**config.mk**
```make
export PLATFORM = sky130hd
export DESIGN_NAME = tdm_scan_sequencer
export DESIGN_NICKNAME = d
export VERILOG_FILES = /design/src/rtl/tdm_scan_sequencer_pkg.sv /design/src/rtl/tdm_scan_sequencer_next_active_channel.sv /design/src/rtl/tdm_scan_sequencer.sv
export SDC_FILE = /design/constraint.sdc
export NUM_CORES = 1
export LEC_CHECK = 0
export ABC_CLOCK_PERIOD_IN_PS = 5800
export BUFFER_PORTS_ARGS = -buffer_cell sky130_fd_sc_hd__buf_2
export CORE_ASPECT_RATIO = 1.25
export CORE_MARGIN = 8
export CORE_UTILIZATION = 55
export CTS_CLUSTER_SIZE = 14
export DETAILED_ROUTE_END_ITERATION = 16
export PLACE_DENSITY = 0.75
export SLEW_MARGIN = 5
export SYNTH_ARGS = -nofsm -noshare
export SYNTH_HDL_FRONTEND = slang
export SYNTH_HIERARCHICAL = 1
export SYNTH_SLANG_ARGS = --single-unit
```
**constraint.sdc**
```tcl
create_clock -name clk -period 5.8 [get_ports clk]
set_input_delay 0.58 -clock clk [delete_from_list [all_inputs] [get_ports clk]]
set_output_delay 0.58 -clock clk [all_outputs]
set_load 0.02 [all_outputs]
```
**src/rtl/tdm_scan_sequencer_pkg.sv**
```systemverilog
// Shared constants and state type for the TDM scan sequencer.
package tdm_scan_sequencer_pkg;

  localparam int NUM_CH = 4;
  localparam int SEL_W  = 2;

  typedef enum logic {
    ST_IDLE = 1'b0,
    ST_SCAN = 1'b1
  } state_e;

endpackage

```
**src/rtl/tdm_scan_sequencer_next_active_channel.sv**
```systemverilog
// Finds the next enabled channel above cur and the lowest enabled channel.
module next_active_channel
  import tdm_scan_sequencer_pkg::*;
(
  input  logic [NUM_CH-1:0] mask,
  input  logic [SEL_W-1:0]  cur,
  output logic [SEL_W-1:0]  nxt,
  output logic              has_next,
  output logic [SEL_W-1:0]  first
);

  // Descending walk so the lowest qualifying bit wins.
  always_comb begin
    nxt      = cur;
    has_next = 1'b0;
    first    = '0;
    for (int i = NUM_CH - 1; i >= 0; i--) begin
      if (mask[i] && (SEL_W'(i) > cur)) begin
        nxt      = SEL_W'(i);
        has_next = 1'b1;
      end
      if (mask[i]) begin
        first = SEL_W'(i);
      end
    end
  end

endmodule

```
**src/rtl/tdm_scan_sequencer.sv**
```systemverilog
// Round-robin select generator for a 4:1 mux; assembles one frame per scan.
module tdm_scan_sequencer
  import tdm_scan_sequencer_pkg::*;
#(
  parameter int unsigned DWELL = 4,
  parameter int unsigned CNT_W = 8
) (
  input  logic              clk,
  input  logic              rst,
  input  logic              en,
  input  logic [NUM_CH-1:0] mask,
  input  logic              mux_y,
  output logic [SEL_W-1:0]  sel,
  output logic              busy,
  output logic [NUM_CH-1:0] frame,
  output logic              frame_valid
);

  localparam logic [CNT_W-1:0] LAST = CNT_W'(DWELL - 1);

  state_e            state_q, state_d;
  logic [SEL_W-1:0]  sel_q, sel_d;
  logic              busy_q, busy_d;
  logic [NUM_CH-1:0] frame_q, frame_d;
  logic              fv_q, fv_d;
  logic [CNT_W-1:0]  cnt_q, cnt_d;
  logic [NUM_CH-1:0] shadow_q, shadow_d;
  logic [NUM_CH-1:0] mask_q, mask_d;

  logic [SEL_W-1:0]  adv_nxt, adv_first;
  logic              adv_has;
  logic [SEL_W-1:0]  new_nxt, new_first;
  logic              new_has;
  logic              unused_nac;

  next_active_channel u_adv (
    .mask     (mask_q),
    .cur      (sel_q),
    .nxt      (adv_nxt),
    .has_next (adv_has),
    .first    (adv_first)
  );

  next_active_channel u_new (
    .mask     (mask),
    .cur      ('0),
    .nxt      (new_nxt),
    .has_next (new_has),
    .first    (new_first)
  );

  assign unused_nac = ^{adv_first, new_nxt, new_has};

  always_comb begin
    state_d  = state_q;
    sel_d    = sel_q;
    busy_d   = busy_q;
    frame_d  = frame_q;
    fv_d     = 1'b0;
    cnt_d    = cnt_q;
    shadow_d = shadow_q;
    mask_d   = mask_q;
    unique case (state_q)
      ST_IDLE: begin
        busy_d = 1'b0;
        if (en && (mask != '0)) begin
          mask_d   = mask;
          sel_d    = new_first;
          cnt_d    = '0;
          busy_d   = 1'b1;
          shadow_d = '0;
          state_d  = ST_SCAN;
        end
      end
      ST_SCAN: begin
        if (cnt_q != LAST) begin
          cnt_d = cnt_q + 1'b1;
        end else begin
          shadow_d[sel_q] = mux_y;
          cnt_d           = '0;
          if (adv_has) begin
            sel_d = adv_nxt;
          end else begin
            frame_d        = shadow_q;
            frame_d[sel_q] = mux_y;
            fv_d           = 1'b1;
            if (en && (mask != '0)) begin
              // Back-to-back frame: no idle cycle between scans.
              mask_d   = mask;
              sel_d    = new_first;
              shadow_d = '0;
            end else begin
              busy_d  = 1'b0;
              state_d = ST_IDLE;
            end
          end
        end
      end
      default: state_d = ST_IDLE;
    endcase
  end

  always_ff @(posedge clk) begin
    if (rst) begin
      state_q  <= ST_IDLE;
      sel_q    <= '0;
      busy_q   <= 1'b0;
      frame_q  <= '0;
      fv_q     <= 1'b0;
      cnt_q    <= '0;
      shadow_q <= '0;
      mask_q   <= '0;
    end else begin
      state_q  <= state_d;
      sel_q    <= sel_d;
      busy_q   <= busy_d;
      frame_q  <= frame_d;
      fv_q     <= fv_d;
      cnt_q    <= cnt_d;
      shadow_q <= shadow_d;
      mask_q   <= mask_d;
    end
  end

  assign sel         = sel_q;
  assign busy        = busy_q;
  assign frame       = frame_q;
  assign frame_valid = fv_q;

endmodule

```
==> flow_metrics.tcl <==
set metrics [dict create \
    die_width_um 58.9 \
    route.vias.total 1101 \
    timing.fmax_ghz 0.482 \
    p_total_mw 0.296 \
    post-route-util_pct 63.0 \
    routed_wl_um 2630 \
    fin_ws_ps 3730 \
    netlist_instances 145 \
    cts-htree-levels 1 \
    cp.required_ps 5980 \
    grt_pass1_vias 1051 \
    ir_worst_vdd_uv 157 \
    pre_cts_ws_ps 3770 \
    finalCritPeriodShare_pct 35.8 \
    status "completed" \
    die-area_mm2 0.00410 \
    critPathLaunchType "register" \
    hold_path.class "reg -> reg" \
    clk_pin_slew_ps 130 \
    antenna_found_initial 0 \
    yosys_warnings 6 \
    clk_latency_ps 300 \
    cp.arrival_ps 2250 \
    cts_tree "built" \
    finalSetupViolCount 0 \
    tightestPinTransition_ps 514 \
    syn_avg_cell_area_um2 8.72 \
    final_area_mm2 0.00138 \
    cts_root_buf "clkbuf_4" \
    p_per_area_mw_per_mm2 215 \
    drt_iter0_markers 46 \
    nNetsFinal 170 \
    antenna_cells 0 \
    slowest_delay_ps 530 \
    end_kind "register" \
    clock_path_buffers 2 \
    drc 0 \
    portBuffers 15 \
    postRouteAntennaNets 0 \
    post-dp-hpwl_um 1980 \
    place_congestion 0.814 \
    rsz0062_at_grt "false" \
    syn2layout_area_growth_pct 9.01 \
    grt_pass1_wl_um 4560 \
    crit_fanout 11 \
    cts_hold_buf 0 \
    critical_path_buf_inv_count 1 \
    pin_count 16 \
    synth_fp_nets 154 \
    grt-ovfl-total 0 \
    final.setup_skew_ps 8.74 \
    clock_sinks 24 \
    hold_viol_final 0 \
    critical_path.cell_chain "inv_1 -> a21oi_2 -> o22ai_1 -> or4_1 -> o21a_1 -> o21ai_0 -> a21oi_1" \
    start_util_pct 57.8 \
    numCtsBuffers 3 \
    place_area_mm2 0.00136 \
    die_h_um 69.6 \
    crit_family "compound AO/OA/AOI/OAI gates" \
    cpMaxStageDelayCell "dfxtp_1" \
    tns_ps 0 \
    rows 19 \
    drive_above_1_share_pct 22.0 \
    timing.slew.headroom_pct 65.8 \
    maxSlewViolCount 0 \
    ctsResizeCount 0 \
    finalCriticalPeriod_ps 2070 \
    avgRoutedWirePerCell_um 13.8 \
    first_pass_iters 4 \
    cap_violations 0 \
    postCtsSetupBuffers 0 \
    criticalPathCategory "reg -> reg" \
    avgViaCountPerCell 5.79 \
    fp.coreArea_mm2 0.00219 \
    grt_max_degree 26 \
    grt_usage_pct 13.2 \
    synth_area_mm2 0.00126 \
    power.leakage_nw 0.578 \
]
[through the flow]
stage / hold slack [ps] / cells
6_report: 497 / 190
5_1_grt: 527 / 190
4_1_cts: 495 / 190
3_5_place_dp: 462 / 187
3_3_place_gp: 461 / 187
2_1_floorplan: 442 / 145
[placed cells by master (no fill, tap or decap), types with 2 or more instances in the layout]
master    instances
nor2_1           17
nor3_2            2
mux2i_1           4
a22o_1            4
a31oi_1           2
a21oi_1          12
inv_1             5
and3_1            2
buf_2            15
clkbuf_4          3
o21ai_0           8
a22oi_1           2
and2_1            3
nand3_1           6
mux2_2            4
nor3_1            5
nand2_1          10
nor2b_1           6
a21oi_2           3
a311oi_1          3
dfxtp_1          24
[sequential cells by signal, summed over array words and instances (netlist names)]
register	count
frame_valid	1
cnt_q	8
mask_q	3
sel	2
state_q	1
busy	1
frame	4
shadow_q	4
[worst paths after layout]
check | startpoint | to | slack [ps] | cells past startpoint
setup reg to reg | sel[1] | mask_q[1] | 3730 | 7
hold reg to reg | shadow_q[3] | shadow_q[3] | 500 | 1
setup / recovery | sel[1] | mask_q[1] | 3730 | 7
hold / removal | shadow_q[3] | shadow_q[3] | 500 | 1
[worst register-to-register path, delay by kind of cell, from the launching register on]
| kind | cells | cell delay (ps) |
|---|---|---|
| AO/OA/AOI/OAI | 5 | 790 |
| buffers and inverters | 1 | 120 |
| flip-flops | 1 | 530 |
| AND/OR/NAND/NOR | 1 | 510 |
[report_power, final]
part,internal (mW),switching [mW]
clock network,0.0242,0.0464
registers,0.170,0.00724
logic,0.0183,0.0301
total,0.212,0.0837
[area by class of cell]
class / count / area [µm²]
fill: 207 / 810
timing repair buffer: 15 / 75.1
tap: 31 / 38.8
sequential: 24 / 480
clock buffer: 3 / 22.5
inverter: 6 / 22.5
multi-input combinational: 111 / 738
[layer usage]
layer | global-route usage (%) | part of all wire, % | up-vias
met5 | 0 | 0 | -
met1 | 15.6 | 44 | 523
met4 | 3.47 | 0.57 | 0
met2 | 22.9 | 51 | 23
met3 | 2.97 | 4.8 | 2
li1 | - | - | 553
No activity file was read; power rests on OpenSTA's default activity.
